### config.mk
export PLATFORM = sky130hd
export DESIGN_NAME = lookup_request_arbiter
export DESIGN_NICKNAME = d
export VERILOG_FILES = /design/src/rtl/lookup_request_arbiter.sv
export SDC_FILE = /design/constraint.sdc
export NUM_CORES = 1
export LEC_CHECK = 0
export ABC_AREA = 1
export BUFFER_PORTS_ARGS = -buffer_cell sky130_fd_sc_hd__buf_4
export CAP_MARGIN = 20
export CORE_ASPECT_RATIO = 1.25
export CORE_MARGIN = 1
export CORE_UTILIZATION = 46
export CTS_BUF_LIST = sky130_fd_sc_hd__clkbuf_2 sky130_fd_sc_hd__clkbuf_4 sky130_fd_sc_hd__clkbuf_8
export DETAILED_ROUTE_END_ITERATION = 12
export HOLD_SLACK_MARGIN = 0.06
export PLACE_DENSITY_LB_ADDON = 0.05
export SYNTH_ARGS = -nofsm -noshare
export SYNTH_HDL_FRONTEND = slang
export SYNTH_SLANG_ARGS = --single-unit
export TNS_END_PERCENT = 20
### constraint.sdc
create_clock -name clk -period 5.9 [get_ports clk]
set_input_delay 0.295 -clock clk [delete_from_list [all_inputs] [get_ports clk]]
set_output_delay 0.295 -clock clk [all_outputs]
set_load 0.05 [all_outputs]
### src/rtl/lookup_request_arbiter.sv
// lookup_request_arbiter
//
// Round-robin arbiter that shares the single lookup port of the match CAM
// among several preprocess requesters. Each granted lookup pushes the
// requester's tag into an order-preserving FIFO. When the CAM returns a
// result, the FIFO head names the requester that receives it.
//
// Ports
//   clk             sole clock
//   resetn          asynchronous active-low reset
//   req_valid       per-requester lookup request
//   req_key         flat keys, requester i at [i*KEY_WIDTH +: KEY_WIDTH]
//   req_ready       one-hot grant (combinational, forced low in reset)
//   cam_cmd_valid   registered lookup command strobe
//   cam_cmd_key     registered lookup key
//   cam_busy        CAM cannot accept a command this cycle
//   cam_match_valid CAM result strobe; results arrive in issue order
//   cam_match       hit flag
//   cam_match_addr  matching entry
//   rsp_valid       one-hot registered response strobe
//   rsp_hit         registered hit flag
//   rsp_addr        registered match address
//   err_unexpected  sticky: CAM result arrived with no lookup in flight
module lookup_request_arbiter #(
    parameter int unsigned NUM_REQ         = 3,
    parameter int unsigned KEY_WIDTH       = 32,
    parameter int unsigned ADDR_WIDTH      = 5,
    parameter int unsigned MAX_OUTSTANDING = 4
) (
    input  logic                         clk,
    input  logic                         resetn,
    input  logic [NUM_REQ-1:0]           req_valid,
    input  logic [NUM_REQ*KEY_WIDTH-1:0] req_key,
    output logic [NUM_REQ-1:0]           req_ready,
    output logic                         cam_cmd_valid,
    output logic [KEY_WIDTH-1:0]         cam_cmd_key,
    input  logic                         cam_busy,
    input  logic                         cam_match_valid,
    input  logic                         cam_match,
    input  logic [ADDR_WIDTH-1:0]        cam_match_addr,
    output logic [NUM_REQ-1:0]           rsp_valid,
    output logic                         rsp_hit,
    output logic [ADDR_WIDTH-1:0]        rsp_addr,
    output logic                         err_unexpected
);

    localparam int unsigned TW = (NUM_REQ > 1) ? $clog2(NUM_REQ) : 1;
    localparam int unsigned PW = (MAX_OUTSTANDING > 1) ? $clog2(MAX_OUTSTANDING) : 1;
    localparam int unsigned OW = $clog2(MAX_OUTSTANDING + 1);

    logic [TW-1:0]         rr_ptr_q;
    logic [OW-1:0]         outstanding_q;
    logic [PW-1:0]         wr_ptr_q;
    logic [PW-1:0]         rd_ptr_q;
    logic [TW-1:0]         tag_mem_q [MAX_OUTSTANDING];

    logic                  found;
    logic [TW-1:0]         winner;
    int                    idx;
    logic                  grant;
    logic                  pop;
    logic                  unexpected;
    logic [TW-1:0]         head_tag;
    logic [KEY_WIDTH-1:0]  winner_key;

    // First valid requester scanning upward from rr_ptr, wrapping.
    always_comb begin
        found  = 1'b0;
        winner = '0;
        idx    = 0;
        for (int k = 0; k < int'(NUM_REQ); k++) begin
            idx = (int'(rr_ptr_q) + k) % int'(NUM_REQ);
            if (!found && req_valid[idx]) begin
                found  = 1'b1;
                winner = TW'(idx);
            end
        end
    end

    // Uses the registered count only: a pop this cycle does not free a slot.
    assign grant      = resetn && found && !cam_busy &&
                        (outstanding_q < OW'(MAX_OUTSTANDING));
    assign pop        = cam_match_valid && (outstanding_q != '0);
    assign unexpected = cam_match_valid && (outstanding_q == '0);
    assign head_tag   = tag_mem_q[rd_ptr_q];
    assign winner_key = req_key[int'(winner)*int'(KEY_WIDTH) +: KEY_WIDTH];

    always_comb begin
        req_ready = '0;
        if (grant) begin
            req_ready = NUM_REQ'(1) << winner;
        end
    end

    always_ff @(posedge clk or negedge resetn) begin
        if (!resetn) begin
            rr_ptr_q       <= '0;
            outstanding_q  <= '0;
            wr_ptr_q       <= '0;
            rd_ptr_q       <= '0;
            for (int i = 0; i < int'(MAX_OUTSTANDING); i++) begin
                tag_mem_q[i] <= '0;
            end
            cam_cmd_valid  <= 1'b0;
            cam_cmd_key    <= '0;
            rsp_valid      <= '0;
            rsp_hit        <= 1'b0;
            rsp_addr       <= '0;
            err_unexpected <= 1'b0;
        end else begin
            cam_cmd_valid <= grant;
            if (grant) begin
                cam_cmd_key         <= winner_key;
                tag_mem_q[wr_ptr_q] <= winner;
                wr_ptr_q            <= wr_ptr_q + 1'b1;
                rr_ptr_q            <= (winner == TW'(NUM_REQ - 1)) ? '0 : winner + 1'b1;
            end

            rsp_valid <= '0;
            if (pop) begin
                rsp_valid <= NUM_REQ'(1) << head_tag;
                rsp_hit   <= cam_match;
                rsp_addr  <= cam_match_addr;
                rd_ptr_q  <= rd_ptr_q + 1'b1;
            end

            if (grant && !pop) begin
                outstanding_q <= outstanding_q + 1'b1;
            end else if (pop && !grant) begin
                outstanding_q <= outstanding_q - 1'b1;
            end

            if (unexpected) begin
                err_unexpected <= 1'b1;
            end
        end
    end

endmodule

==> results of run 1 <==
-- repair_timing --
item | in CTS | in global routing
buffers inserted | 0 | 0
hold buffers | 1 | 0
endpoints found under the hold margin | 60 | 0
-- layout by cell type, fill, tap and decap left out, drive strengths merged --
| master | Yosys | final |
|---|---|---|
| buf | 18 | 156 |
| nand2 | 135 | 135 |
| nand3 | 86 | 86 |
| dfrtp | 60 | 60 |
| inv | 45 | 45 |
| a21oi | 37 | 37 |
| nor2 | 35 | 35 |
| o21ai | 10 | 10 |
| ha | 9 | 9 |
| clkbuf | 2 | 9 |
| o21a | 5 | 5 |
| clkinv | 0 | 5 |
| xor2 | 3 | 3 |
| nand4 | 3 | 3 |
| a32oi | 1 | 1 |
| nor3 | 1 | 1 |
| a31o | 1 | 1 |
| o21bai | 1 | 1 |
| mux2 | 1 | 1 |
| xnor2 | 1 | 1 |
| fa | 1 | 1 |
| clkinvlp | 0 | 1 |
| bufinv | 0 | 1 |
| dlygate4sd3 | 0 | 1 |
-- through the flow --
stage	util, %	power [mW]
after CTS	68.0	3.05
after global routing	68.4	3.26
after floorplan	-	2.17
after global placement	64.7	2.61
after detailed placement	65.0	2.67
final	68.4	3.04
-- registers in the layout (all words and copies together), names as in the netlist --
signal          cells
cam_cmd_key        32
tag_mem_q           8
rsp_addr            5
outstanding_q       3
rsp_valid           3
rd_ptr_q            2
rr_ptr_q            2
wr_ptr_q            2
cam_cmd_valid       1
err_unexpected      1
rsp_hit             1
-- metal layers --
layer | vias to the layer above | wire length, um
met5 | - | 0
met4 | 0 | 122
met3 | 9 | 466
met2 | 115 | 4990
met1 | 1679 | 3750
li1 | 1767 | -
-- worst min path at each step --
stage                                       end              start  cells past startpoint  slack [ps]
floorplan            cam_cmd_key[0]$_DFFE_PN0P_             resetn                      0        -0.6
global placement    cam_cmd_key[26]$_DFFE_PN0P_             resetn                      1         420
detailed placement  cam_cmd_key[26]$_DFFE_PN0P_             resetn                      1         420
CTS                     rsp_addr[0]$_DFFE_PN0P_  cam_match_addr[0]                      3         140
global route            rsp_addr[0]$_DFFE_PN0P_  cam_match_addr[0]                      3         140
finish                  rsp_addr[0]$_DFFE_PN0P_  cam_match_addr[0]                      3         160
-- area by class of cell --
cell class | count | area (sq um) | share of cell area (%)
tap | 90 | 113 | 2.32
multi-input combinational | 330 | 1650 | 34.0
sequential | 60 | 1500 | 30.9
clock inverter | 7 | 77.6 | 1.60
timing repair buffer | 157 | 1220 | 25.1
clock buffer | 9 | 124 | 2.55
inverter | 45 | 169 | 3.48
-- power breakdown --
group	internal (mW)	total (mW)	switching [mW]
clock	0.197	0.366	0.170
sequential	0.607	0.727	0.120
combinational	0.595	1.94	1.35
total	1.40	3.04	1.64
-- cells by family (layout without fill, tap and decap cells) --
logic type,after synthesis,after routing,share of synthesized area [%]
xor+xnor,4,4,1.02
flops,60,60,43.6
simple gates,260,260,33.4
compound gates,55,55,9.29
mux,1,1,0.327
buf+inv,65,218,8.60
fa+ha+maj,10,10,3.85
-- worst max-delay path: stages, from the launching register on --
cell	delay, ps
dfrtp_1	400
inv_1	90
ha_1	390
inv_2	60
nand2_2	60
nand2_2	60
a21oi_4	210
nand4_1	140
nand2_2	630
inv_2	340
nor2_1	170
buf_4	210
==> summary.txt, run 1 <==
GRT
  – Vias in the first global route: 3441
  – Total track usage: 24.8%
  – Gr busiest metal: met2
  – Met1 GRT Util: 28.1%
  – Gr ovfl total: 0
  – Largest net degree at the start of global routing: 62
  – Initial antenna violation count: 0
  – Met3 Use GR: 3.61%
  – First-pass GRT wire length: 15200 um
  – Met2 Usage GRT: 44.8%

Placement
  – Dpl cells: 680
  – Dpl hpwl: 6740 um
  – Placed cell areas: 4620 sq um
  – Pre-CTS setup slack: 2710 ps
  – Gpl congestion: 0.852
  – Port bufs: 154

Yosys
  – Cell accounting for the most synthesized area: dfrtp_1
  – Seq/Total Area, Yosys: 43.6%
  – Synth Area per Inst: 7.58 sq um
  – Syn Nets: 574
  – Top FF cell, synth: dfrtp_1
  – Async SR Flop Fraction: 100%
  – Warnings, synthesis: 0
  – Ranking of synthesized cells by area: dfrtp_1, nand2_1, nand3_1
  – Syn Inst Count: 455
  – EDFF count, synth: 0
  – Most common cell in the synthesized netlist: nand2_1
  – Post-synthesis instance area: 3450 sq um
  – Top cell type's share of synthesized area: 43.6%
  – Post-synthesis register bit count: 60
  – Post-synthesis cell type count: 30
  – Top cells by count, synth: nand2_1, nand3_1, dfrtp_1, inv_1, a21oi_1

STA
  – Final Hold Viols: 0
  – RSZ-0062 raised after global routing: no
  – Worst slew pin tran: 822 ps
  – Fin crit share: 57.9%
  – F_max: 293 MHz
  – WHS: 158 ps
  – Total negative slack: 0 ps
  – Slew Viols, Final: 0
  – Worst setup slack after layout: 2480 ps
  – Minimum clock period: 3420 ps
  – Max-slew headroom: 45.0%
  – Clock skew: 4.17 ps
  – Final setup viols: 0

CTS
  – Post-cts sizing count: 0
  – Clock Path Buffers: 2
  – Clock Sinks: 60
  – Clock Pin Slew Worst Setup and Hold Paths: 70 ps
  – Clk root buf: clkbuf_8
  – TritonCTS clock tree: done
  – CTS Buf Count: 9
  – H-tree depth: 3
  – Worst-Skew Late Latency: 340 ps

Floorplan
  – Die Y: 98.8 um
  – Row cnt: 34
  – CORE AREA: 7100 sq um
  – Die width: 79.4 um
  – Die area: 7850 sq um
  – Ports: 155
  – Starting Density: 48.5%

Critical path
  – Worst Setup SP: rr_ptr_q[0]$_DFFE_PN0P_
  – End of the critical path: req_ready[2]
  – Crit Path Max Fanout: 36
  – R2r setup slk: 2770 ps
  – Crit. End Element: output port
  – Worst setup SP type: flop
  – Worst reg2reg startpoint: rr_ptr_q[0]$_DFFE_PN0P_
  – Reg-to-reg critical path endpoint: outstanding_q[2]$_DFFE_PN0P_
  – Worst path arrival time: 3120 ps
  – Worst path required time: 5610 ps
  – Reg2Reg Depth: 13
  – CP Class: flop to output port

Route
  – ANT nets after route: 0
  – Wirelength per Cell: 13.4 um
  – Total number of vias: 3570
  – Pre-antenna DRT Iters: 4
  – Vias per cell: 5.11
  – Routed wire length: 9340 um
  – DRT iter0 DRCs: 215
  – DRC: 0

Pwr
  – Peak VDD IR: 0.467 mV
  – Pleak: 2.58 nW
  – Cell Pwr Density: 625 nW/um^2

Final layout
  – Area growth, synth to finish: 41.0%
  – Fin area: 4860 sq um
  – Fill cell count: 620
  – Layout cell share with drive strength beyond 1: 31.6%
  – Antenna fix cells: 0
  – Nets: 722
  – Finished Layout Cells: 698

Min path
  – Min-Delay Path Class: input pin to flop

Outcome
  – Status: complete, no violations

Flow run
  – Max Cap Viol: 0
Power figures use the tool's default switching activity.
==> inputs of run 2 (changes only) <==
--- a/config.mk
+++ b/config.mk
@@ -10,7 +10,7 @@
 export CAP_MARGIN = 20
 export CORE_ASPECT_RATIO = 1.25
 export CORE_MARGIN = 1
-export CORE_UTILIZATION = 46
+export CORE_UTILIZATION = 44
 export CTS_BUF_LIST = sky130_fd_sc_hd__clkbuf_2 sky130_fd_sc_hd__clkbuf_4 sky130_fd_sc_hd__clkbuf_8
 export DETAILED_ROUTE_END_ITERATION = 12
 export HOLD_SLACK_MARGIN = 0.06
==> constraint.sdc (replaced) <==
create_clock -name clk -period 2.8 [get_ports clk]
set_input_delay 0.14 -clock clk [delete_from_list [all_inputs] [get_ports clk]]
set_output_delay 0.14 -clock clk [all_outputs]
set_load 0.05 [all_outputs]
==> run 2 against run 1 <==
Critical path depth is 1 higher. Sequential cell count stayed put. Worst hold slack worse by 80 ps. Via count is 5.7% higher. Non-clock buffer count is 48 higher. Total power is 110% higher. Utilization is 2.0 points higher. Global-route usage is 1.9 points higher. Sequential power is 110% higher. First-iteration DRC count is 28% lower. Clock skew is 7.2 ps higher. Die area is 4.4% higher. Largest power group unchanged.
==> summary.txt, run 2 (synthesis gave the netlist of run 1 again) <==
GRT
  – Initial antenna violation count: 0 (unchanged)
  – Met2 Usage GRT: 47.0% (+2.2 points)
  – Met1 GRT Util: 29.8% (+1.7 points)
  – Vias in the first global route: 3659 (+6.3%)
  – First-pass GRT wire length: 16500 um (+9.1%)
  – Met3 Use GR: 6.52% (+2.9 points)
  – Gr ovfl total: 0 (unchanged)
  – Gr busiest metal: met2
  – Total track usage: 26.7% (+1.9 points)
  – Largest net degree at the start of global routing: 61 (-1.6%)

CTS
  – Worst-Skew Late Latency: 350 ps (about the same)
  – Clock Sinks: 60 (unchanged)
  – Clk root buf: clkbuf_8
  – CTS Buf Count: 9 (unchanged)
  – Clock Pin Slew Worst Setup and Hold Paths: 70 ps (about the same)
  – Clock Path Buffers: 2 (unchanged)
  – H-tree depth: 3 (unchanged)
  – TritonCTS clock tree: done

Min path
  – Hold Path Origin: req_key[28]
  – WHS Endpoint: cam_cmd_key[28]$_DFFE_PN0P_
  – Min-Delay Path Class: input pin to flop
  – Worst hold path stage count: 3 (unchanged)

Critical path
  – R2r setup slk: 100 ps (-2670 ps)
  – Reg2Reg Depth: 12 (-1)
  – Crit Path Max Fanout: 6 (-83%)
  – Worst path arrival time: 2930 ps (-190 ps)
  – Worst reg2reg startpoint: rr_ptr_q[0]$_DFFE_PN0P_
  – Worst path required time: 3020 ps (-2590 ps)
  – CP Class: flop to flop
  – Crit. End Element: flop
  – Reg-to-reg critical path endpoint: outstanding_q[1]$_DFFE_PN0P_
  – Worst setup SP type: flop

Pwr
  – Sw Ratio: 54.2% (+0.22 points)
  – Sequential share of power: 23.4% (-0.5 points)
  – Pleak: 2.77 nW (+7.2%)
  – Total power: 6.46 mW (+110%)
  – Clk network pwr share: 10.9% (-1.2 points)
  – Peak VDD IR: 0.835 mV (+79%)
  – Comb pwr share: 65.7% (+1.7 points)
  – Cell Pwr Density: 1230 nW/um^2 (+96%)
  – P_int: 2.96 mW (+110%)
  – Switch Pwr: 3.50 mW (+110%)

Placement
  – Dpl hpwl: 6970 um (+3.4%)
  – Gpl congestion: 0.845 (-0.76%)
  – Port bufs: 154 (unchanged)
  – Dpl cells: 690 (+1.5%)

Final layout
  – Largest reg by FF count: cam_cmd_key
  – Layout cell share with drive strength beyond 1: 30.8% (-0.79 points)
  – Nets: 770 (+6.6%)
  – Antenna fix cells: 0 (unchanged)
  – Max reg flops: 32 (unchanged)
  – Most common cell after layout, fill and taps aside: buf_4
  – Finished Layout Cells: 748 (+7.2%)
  – Most frequent cells in the layout: buf_4, nand2_1, nand3_1, dfrtp_1, inv_1
  – Largest regs: cam_cmd_key (32), tag_mem_q (8), rsp_addr (5)
  – Fill cell count: 626 (+0.97%)
  – Area growth, synth to finish: 52.9%

Route
  – Routed wire length: 10200 um (+9.1%)
  – DRT iter0 DRCs: 154 (-28%)
  – Wirelength per Cell: 13.6 um (+1.8%)
  – Pre-antenna DRT Iters: 5 (+1)
  – ANT nets after route: 0 (unchanged)
  – DRC: 0 (unchanged)
  – Vias per cell: 5.05 (-1.3%)
  – Total number of vias: 3775 (+5.7%)

Floorplan
  – Die width: 81.2 um (+2.2%)
  – Ports: 155 (unchanged)
  – Die area: 8190 sq um (+4.4%)
  – Row cnt: 35 (+2.9%)
  – CORE AREA: 7490 sq um (+5.4%)
  – Starting Density: 46.0% (-2.5 points)
  – Die Y: 101 um (+2.2%)

STA
  – Total negative slack: 0 ps (unchanged)
  – Final setup viols: 0 (unchanged)
  – RSZ-0062 raised after global routing: yes
  – F_max: 370 MHz
  – Slew Viols, Final: 0 (unchanged)
  – Fin crit share: 96.5%
  – Final Hold Viols: 0 (unchanged)
  – Worst slew pin tran: 744 ps (-78.2 ps)
  – Max-slew headroom: 50.4% (+5.4 points)
  – Minimum clock period: 2700 ps
  – Clock skew: 11.4 ps (+7.24 ps)

Flow run
  – Max Cap Viol: 0 (unchanged)

Outcome
  – Status: complete, no violations
[run 2: cell count changes in the layout (fill, tap and decap cells not counted), moves of 2 or more]
cell and delta:
dlygate4sd3_1 +38, buf_4 +11, buf_16 -2, nand2_2 -2, nand2_4 +2
[run 2: layout make-up]
type	instances	area, sq um	area share (%)
Multi-Input combinational cell	330	1660	31.6
Tap cell	92	115	2.18
Clock buffer	9	124	2.35
Timing Repair Buffer	205	1640	31.2
Clock inverter	7	52.6	0.997
Inverter	45	169	3.21
Sequential cell	60	1500	28.5
[run 2: layer usage]
metal / up-vias / share of wire [%]
met5: - / 0
met4: 0 / 2.2
met3: 18 / 5.8
met2: 133 / 53
met1: 1760 / 39
li1: 1864 / -
[run 2: power groups by stage]
stage | logic (mW) | clock network, mW | registers, mW
after floorplan | 2.11 | 0 | 2.46
after global placement | 4.11 | 0 | 1.51
after detailed placement | 4.17 | 0 | 1.52
after CTS | 4.23 | 0.726 | 1.51
after global routing | 4.65 | 0.760 | 1.56
final | 4.25 | 0.706 | 1.51
[run 2: how the worst max path moves through the flow]
stage	startpoint	endpoint	slack, ps	cells after the start
floorplan	rr_ptr_q[0]$_DFFE_PN0P_	outstanding_q[2]$_DFFE_PN0P_	110	14
global placement	rr_ptr_q[0]$_DFFE_PN0P_	outstanding_q[1]$_DFFE_PN0P_	270	13
detailed placement	rr_ptr_q[0]$_DFFE_PN0P_	outstanding_q[1]$_DFFE_PN0P_	150	12
CTS	rr_ptr_q[0]$_DFFE_PN0P_	req_ready[2]	-4	10
global route	rr_ptr_q[0]$_DFFE_PN0P_	req_ready[0]	-70	11
finish	rr_ptr_q[0]$_DFFE_PN0P_	outstanding_q[1]$_DFFE_PN0P_	100	12
[run 2: repair_timing]
action                                 4_1_cts  5_1_grt
setup buffers                                0        3
gates resized for setup                      1        4
setup endpoints to repair                    2        5
hold buffers                                39        0
endpoints found under the hold margin       83        0
pin swaps                                    0        2
[run 2: metrics by stage]
step / worst slack [ps] / hold WS, ps / cell area (sq um) / utilization, %
floorplan: 108 / -156 / 3450 / -
global placement: 266 / 342 / 4660 / 62.3
detailed placement: 155 / 350 / 4660 / 62.3
CTS: -3.79 / 64.8 / 5230 / 69.9
global route: -70.6 / 74.0 / 5270 / 70.4
finish: 97.3 / 78.0 / 5270 / 70.4
[run 2: critical path, stage by stage (launching register included)]
cell and delay [ps]:
dfrtp_1 380, inv_1 90, ha_1 380, nand2_1 130, nand2_2 80, a21oi_4 210, nand2_2 100, nor2_1 180
nor2_4 60, ha_1 190, inv_1 100, fa_1 420, mux2_2 260
